--- src/rtl/acb_pkg.sv ---
// acb_pkg: shared ACB field layout, command codes, master state encoding and address helper.
//   Request word (110b): [109:108] cmd, [107:100] byte mask, [99:64] address, [63:0] write data.
//   Response word (65b): [64] error, [63:0] data.
package acb_pkg;

    localparam int ADDR_W = 36;
    localparam int DATA_W = 64;
    localparam int CMD_W  = 2;
    localparam int MASK_W = 8;
    localparam int REQ_W  = 110;
    localparam int RSP_W  = 65;

    localparam int REQ_DATA_LSB = 0;
    localparam int REQ_ADDR_LSB = 64;
    localparam int REQ_MASK_LSB = 100;
    localparam int REQ_CMD_LSB  = 108;
    localparam int RSP_ERR_BIT  = 64;

    localparam logic [CMD_W-1:0]  ACB_CMD_READ      = 2'b01;
    localparam logic [CMD_W-1:0]  ACB_CMD_WRITE     = 2'b00;
    localparam logic [MASK_W-1:0] ACB_BYTE_MASK_ALL = 8'hFF;

    typedef enum logic [2:0] {
        ST_IDLE    = 3'd0,
        ST_RD_REQ  = 3'd1,
        ST_RD_RSP  = 3'd2,
        ST_OP_WAIT = 3'd3,
        ST_WR_REQ  = 3'd4,
        ST_WR_RSP  = 3'd5,
        ST_DONE    = 3'd6
    } acb_state_e;

    // Address of 64-bit word k above base: low three bits dropped, wraps silently modulo 2^36.
    function automatic logic [ADDR_W-1:0] acb_word_addr(input logic [ADDR_W-1:0] base, input logic [7:0] k);
        return (base & ~ADDR_W'(7)) + (ADDR_W'(k) << 3);
    endfunction

endpackage

--- src/rtl/acb_req_formatter.sv ---
// acb_req_formatter: combinational packing of one ACB request word.
//   cmd  : command code (read/write)
//   mask : byte mask
//   addr : byte address
//   data : write data (zero for reads)
//   req  : packed 110-bit request word
module acb_req_formatter
    import acb_pkg::*;
(
    input  logic [CMD_W-1:0]  cmd,
    input  logic [MASK_W-1:0] mask,
    input  logic [ADDR_W-1:0] addr,
    input  logic [DATA_W-1:0] data,
    output logic [REQ_W-1:0]  req
);

    always_comb begin
        req = '0;
        req[REQ_CMD_LSB  +: CMD_W]  = cmd;
        req[REQ_MASK_LSB +: MASK_W] = mask;
        req[REQ_ADDR_LSB +: ADDR_W] = addr;
        req[REQ_DATA_LSB +: DATA_W] = data;
    end

endmodule

--- src/rtl/acb_operand_mover.sv ---
// acb_operand_mover: ACB bus master that reads NUM_RD operand words, hands them to the core, writes back NUM_WR results.
//   clk, reset       : clock, synchronous active-high reset
//   start            : job start pulse, accepted only when idle
//   src_addr/dst_addr: operand / result base byte addresses
//   busy             : high whenever not idle
//   operands(_valid) : operand words and their valid flag (OP_WAIT)
//   job_done, result : core completion and result words
//   done, error      : one-cycle completion pulse, sticky per-job error flag
//   ACB_*_REQUEST_*  : request pipe (read_data word, read_req = ready, read_ack = valid)
//   ACB_*_RESPONSE_* : response pipe (write_data word, write_req = valid, write_ack = ready)
module acb_operand_mover #(
    parameter int NUM_RD = 2,
    parameter int NUM_WR = 1,
    parameter int ADDR_W = 36,
    parameter int CNT_W  = 4
) (
    input  logic                      clk,
    input  logic                      reset,
    input  logic                      start,
    input  logic [ADDR_W-1:0]         src_addr,
    input  logic [ADDR_W-1:0]         dst_addr,
    output logic                      busy,
    output logic [64*NUM_RD-1:0]      operands,
    output logic                      operands_valid,
    input  logic                      job_done,
    input  logic [64*NUM_WR-1:0]      result,
    output logic                      done,
    output logic                      error,
    output logic [acb_pkg::REQ_W-1:0] ACB_ACCELERATOR_MEM_REQUEST_pipe_read_data,
    input  logic                      ACB_ACCELERATOR_MEM_REQUEST_pipe_read_req,
    output logic                      ACB_ACCELERATOR_MEM_REQUEST_pipe_read_ack,
    input  logic [acb_pkg::RSP_W-1:0] ACB_ACCELERATOR_MEM_RESPONSE_pipe_write_data,
    input  logic                      ACB_ACCELERATOR_MEM_RESPONSE_pipe_write_req,
    output logic                      ACB_ACCELERATOR_MEM_RESPONSE_pipe_write_ack
);

    import acb_pkg::*;

    acb_state_e                      state, state_n;
    logic [CNT_W-1:0]                cnt, cnt_n;
    logic [ADDR_W-1:0]               src_q, src_n, dst_q, dst_n;
    logic [NUM_RD-1:0][DATA_W-1:0]   ops, ops_n;
    logic [NUM_WR-1:0][DATA_W-1:0]   wbuf, wbuf_n;
    logic                            err_q, err_n;
    logic                            req_xfer, rsp_xfer, rsp_err;
    logic                            last_rd, last_wr, wr_phase, ack_n;
    logic [DATA_W-1:0]               rsp_word, wr_word;
    logic [ADDR_W-1:0]               req_addr;
    logic [REQ_W-1:0]                req_n;

    assign req_xfer = ACB_ACCELERATOR_MEM_REQUEST_pipe_read_ack & ACB_ACCELERATOR_MEM_REQUEST_pipe_read_req;
    assign rsp_xfer = ACB_ACCELERATOR_MEM_RESPONSE_pipe_write_ack & ACB_ACCELERATOR_MEM_RESPONSE_pipe_write_req;
    assign rsp_err  = ACB_ACCELERATOR_MEM_RESPONSE_pipe_write_data[RSP_ERR_BIT];
    assign rsp_word = ACB_ACCELERATOR_MEM_RESPONSE_pipe_write_data[DATA_W-1:0];
    assign last_rd  = cnt == CNT_W'(NUM_RD - 1);
    assign last_wr  = cnt == CNT_W'(NUM_WR - 1);

    assign busy           = state != ST_IDLE;
    assign operands_valid = state == ST_OP_WAIT;
    assign done           = state == ST_DONE;
    assign error          = err_q;
    assign operands       = ops;
    assign ACB_ACCELERATOR_MEM_RESPONSE_pipe_write_ack = (state == ST_RD_RSP) || (state == ST_WR_RSP);

    always_comb begin
        state_n = state;
        cnt_n   = cnt;
        src_n   = src_q;
        dst_n   = dst_q;
        ops_n   = ops;
        wbuf_n  = wbuf;
        err_n   = err_q;
        case (state)
            ST_IDLE: begin
                if (start) begin
                    src_n   = src_addr;
                    dst_n   = dst_addr;
                    err_n   = 1'b0;
                    cnt_n   = '0;
                    state_n = ST_RD_REQ;
                end
            end
            ST_RD_REQ: state_n = req_xfer ? ST_RD_RSP : ST_RD_REQ;
            ST_RD_RSP: begin
                if (rsp_xfer && rsp_err) begin
                    err_n   = 1'b1;
                    state_n = ST_DONE;
                end else if (rsp_xfer) begin
                    for (int i = 0; i < NUM_RD; i++)
                        if (cnt == CNT_W'(i)) ops_n[i] = rsp_word;
                    cnt_n   = last_rd ? '0 : cnt + 1'b1;
                    state_n = last_rd ? ST_OP_WAIT : ST_RD_REQ;
                end
            end
            ST_OP_WAIT: begin
                if (job_done) begin
                    wbuf_n  = result;
                    cnt_n   = '0;
                    state_n = ST_WR_REQ;
                end
            end
            ST_WR_REQ: state_n = req_xfer ? ST_WR_RSP : ST_WR_REQ;
            ST_WR_RSP: begin
                if (rsp_xfer && rsp_err) begin
                    err_n   = 1'b1;
                    state_n = ST_DONE;
                end else if (rsp_xfer) begin
                    cnt_n   = last_wr ? cnt : cnt + 1'b1;
                    state_n = last_wr ? ST_DONE : ST_WR_REQ;
                end
            end
            ST_DONE: state_n = ST_IDLE;
            default: state_n = ST_IDLE;
        endcase
    end

    // The request word is built from next-cycle values so it is registered and valid
    // in the first cycle of RD_REQ/WR_REQ, and unchanged while the request is stalled.
    always_comb begin
        wr_word = '0;
        for (int i = 0; i < NUM_WR; i++)
            if (cnt_n == CNT_W'(i)) wr_word = wbuf_n[i];
        wr_phase = state_n == ST_WR_REQ;
        ack_n    = (state_n == ST_RD_REQ) || wr_phase;
        req_addr = acb_word_addr(wr_phase ? dst_n : src_n, 8'(cnt_n));
    end

    acb_req_formatter u_fmt (
        .cmd  (wr_phase ? ACB_CMD_WRITE : ACB_CMD_READ),
        .mask (ACB_BYTE_MASK_ALL),
        .addr (req_addr),
        .data (wr_phase ? wr_word : '0),
        .req  (req_n)
    );

    always_ff @(posedge clk) begin
        if (reset) begin
            state <= ST_IDLE;
            cnt   <= '0;
            src_q <= '0;
            dst_q <= '0;
            ops   <= '0;
            wbuf  <= '0;
            err_q <= 1'b0;
            ACB_ACCELERATOR_MEM_REQUEST_pipe_read_ack  <= 1'b0;
            ACB_ACCELERATOR_MEM_REQUEST_pipe_read_data <= '0;
        end else begin
            state <= state_n;
            cnt   <= cnt_n;
            src_q <= src_n;
            dst_q <= dst_n;
            ops   <= ops_n;
            wbuf  <= wbuf_n;
            err_q <= err_n;
            ACB_ACCELERATOR_MEM_REQUEST_pipe_read_ack  <= ack_n;
            ACB_ACCELERATOR_MEM_REQUEST_pipe_read_data <= req_n;
        end
    end

endmodule

--- config.mk ---
export PLATFORM = sky130hd
export DESIGN_NAME = acb_operand_mover
export DESIGN_NICKNAME = d
export VERILOG_FILES = /design/src/rtl/acb_pkg.sv /design/src/rtl/acb_req_formatter.sv /design/src/rtl/acb_operand_mover.sv
export SDC_FILE = /design/constraint.sdc
export NUM_CORES = 1
export LEC_CHECK = 0
export BUFFER_PORTS_ARGS = -buffer_cell sky130_fd_sc_hd__buf_2
export CAP_MARGIN = 5
export CORE_MARGIN = 2
export CORE_UTILIZATION = 30
export DETAILED_ROUTE_END_ITERATION = 8
export GPL_TIMING_DRIVEN = 1
export HOLD_SLACK_MARGIN = 0.05
export PLACE_DENSITY = 0.63
export SYNTH_ARGS = -nofsm -noshare
export SYNTH_HDL_FRONTEND = slang
export SYNTH_SLANG_ARGS = --single-unit
--- constraint.sdc ---
create_clock -name clk -period 6.16 [get_ports clk]
set_input_delay 1.232 -clock clk [delete_from_list [all_inputs] [get_ports clk]]
set_output_delay 1.232 -clock clk [all_outputs]
set_load 0.005 [all_outputs]
==> qor.yml <==
status: "finished, final reports clean"
num_vias: 13178
synth-edff-count: 0
clock_sinks: 366
cp_max_fo: 15
cts.clk_slew.worst_paths_ps: 60
yosysSeqAreaShare: 0.509
vdd_drop_max_mv: 0.198
synth.cells.most_frequent: "dfxtp_1 (366), nand2_1 (335), nor2_1 (211)"
grt.overflow.total: 0
final_hold_viol_count: 0
total_leakage_power_nw: 8.40
grt_pass1_vias: 12944
gp_congestion: 0.875
max_slew.worst_pin.slew_ps: 914
finalSetupViolations: 0
drv_slew: 0
drive_above_1_share: 0.267
initial_core_util: 0.303
die_x_um: 223
cts_tree: "built"
synth_top_area_frac: 0.509
cp_top_family: "compound AO/OA/AOI/OAI gates"
syn_area_mm2: 0.0144
crit_top_cell: "ha_1"
path_cells: "ha_1 > or3b_2 > o22ai_1 > a221oi_4 > nand2_2 > mux2i_1 > ha_1 > inv_1 > fa_1 > nor2b_1 > o21ai_0 > a22oi_1 > nand4_1 > a221o_1 > or3_1 > a21oi_1"
cts-root-buf: "clkbuf_16"
timing.final.crit_period_ps: 5250
finalCritPeriodShare: 0.852
dp_hpwl_um: 31700
crit_required_ps: 6620
avgSynthCellArea_um2: 8.71
grt_max_degree: 126
ys_seq_elements: 366
top_layer: "met5"
slew_headroom: 0.388
wl_per_cell_um: 17.0
ant_nets: 0
crit_arrival_ps: 5710
cts_hold_buffers: 0
wl_met3_um: 3680
wl_um: 45600
timing.setup.tns_ps: 0
area_delta_synth_final_pct: 28.0
rsz0062_at_grt: "false"
synthTopCellsByArea: "dfxtp_1 (51%), mux2i_1 (9.7%), nand2_1 (8.7%)"
slowest_delay_ps: 560
ctsLongestPathBuffers: 3
max_cap_violations: 0
synth_area_leader_cell: "dfxtp_1"
drcViolationCount: 0
fillers: 4845
async_reset_ff_frac: 0
die_h_um: 223
dr.pass1.iters: 5
power-per-cell-area_mw_per_mm2: 293
met1Wirelength_um: 19300
rows: 80
post_cts_resize_count: 0
port_buffers: 440
cp-end-kind: "register"
grt_pass1_wl_um: 69900
totalPowerFinal_mw: 5.40
die_area_mm2: 0.0497
yosys_most_used_dff: "dfxtp_1"
start_kind: "register"
ys_warn_count: 0
cts_setup_buffers: 0
wl_met2_um: 21300
critPathKind: "register to register"
viasPerCell: 4.91
syn_inst: 1653
antenna_found_initial: 8
final_nets: 2253
core_area_mm2: 0.0475
drt-initial-drc-count: 763
fmax_ghz: 0.190
ys_types: 78
crit_buf_inv: 1
clk_latency_ps: 570
h-tree-depth: 2
cpMaxStageDelayCell: "a22oi_1"
cts_buffers: 41
hold_path.class: "register to register"
yosysMostFrequentCell: "dfxtp_1"
top_level_ports: 451
gr-usage-all-layers: 0.176
fin_skew_ps: 30.9
## area by class of cell
class,count,area (µm²),area share
Inverter,13,48.8,0.00265
Clock buffer,57,1170,0.0634
Clock inverter,16,221,0.0120
Sequential cell,366,7330,0.398
Multi-Input combinational cell,1161,6540,0.355
Tap cell,615,769,0.0418
Timing Repair Buffer,455,2340,0.127
Antenna cell,2,5.00,0.000272
## metrics by stage
stage / std cells / util / instance area, µm² / hold WS [ps] / worst slack, ps
2_1_floorplan: 1656 / - / 14400 / 444 / 739
3_3_place_gp: 2610 / 0.358 / 17000 / 439 / 638
3_5_place_dp: 2610 / 0.358 / 17000 / 444 / 423
4_1_cts: 2683 / 0.387 / 18400 / 452 / 908
5_1_grt: 2685 / 0.387 / 18400 / 469 / 482
6_report: 2685 / 0.387 / 18400 / 449 / 910
## worst min-delay path: stages (launching register included)
cell,delay (ps)
dfxtp_1,300
nand2_1,50
a21oi_1,50
## final timing paths
| kind | start | endpoint | slack [ps] | depth (start not counted) |
|---|---|---|---|---|
| worst min register to register | operands[49]$_SDFFE_PP0P_ | operands[49]$_SDFFE_PP0P_ | 450 | 2 |
| worst min-delay path | operands[49]$_SDFFE_PP0P_ | operands[49]$_SDFFE_PP0P_ | 450 | 2 |
| worst max register to register | cnt[0]$_SDFF_PP0_ | ACB_ACCELERATOR_MEM_REQUEST_pipe_read_data[95]$_SDFF_PP0_ | 910 | 16 |
| worst max-delay path | cnt[0]$_SDFF_PP0_ | ACB_ACCELERATOR_MEM_REQUEST_pipe_read_data[95]$_SDFF_PP0_ | 910 | 16 |
## layout by cell type, fill, tap and decap left out, types with 11 or more instances in the layout
cell type	instances
buf_2	439
dfxtp_1	366
nand2_1	334
nor2_1	210
a21oi_1	174
mux2i_1	140
clkbuf_16	42
nand3_1	35
and3_1	23
nand4_1	23
o21ai_0	22
nor3_1	17
buf_4	14
xnor2_1	12
inv_1	11
## where the power goes
part	internal (mW)	switching (mW)
Combinational	0.168	0.246
Sequential	2.42	0.0354
Clock	1.53	0.993
## metal layers
| metal | vias to the layer above | track usage |
|---|---|---|
| met3 | 83 | 0.0500 |
| met5 | - | 0 |
| met2 | 455 | 0.288 |
| met4 | 6 | 0.0675 |
| met1 | 6269 | 0.218 |
| li1 | 6365 | - |
## flip-flops by register name (all words and copies together), names as in the netlist
register and cells:
operands 128, wbuf 64, ACB_ACCELERATOR_MEM_REQUEST_pipe_read_data 99, ACB_ACCELERATOR_MEM_REQUEST_pipe_read_ack 1
state 3, cnt 4, src_q 33, error 1
dst_q 33
## cells by family (layout without fill, tap and decap cells)
group / after synthesis / after routing / share of synthesized area
and+or+nand+nor: 707 / 707 / 0.215
DFF: 366 / 366 / 0.509
AOI/OAI and AO/OA: 275 / 275 / 0.113
muxes: 150 / 150 / 0.105
buffers and inverters: 129 / 541 / 0.0396
xor gates and xnor gates: 17 / 17 / 0.0103
adders and majority gates: 8 / 8 / 0.00748
other: 1 / 6 / 0.000261
(Power assumes the default switching activity.)
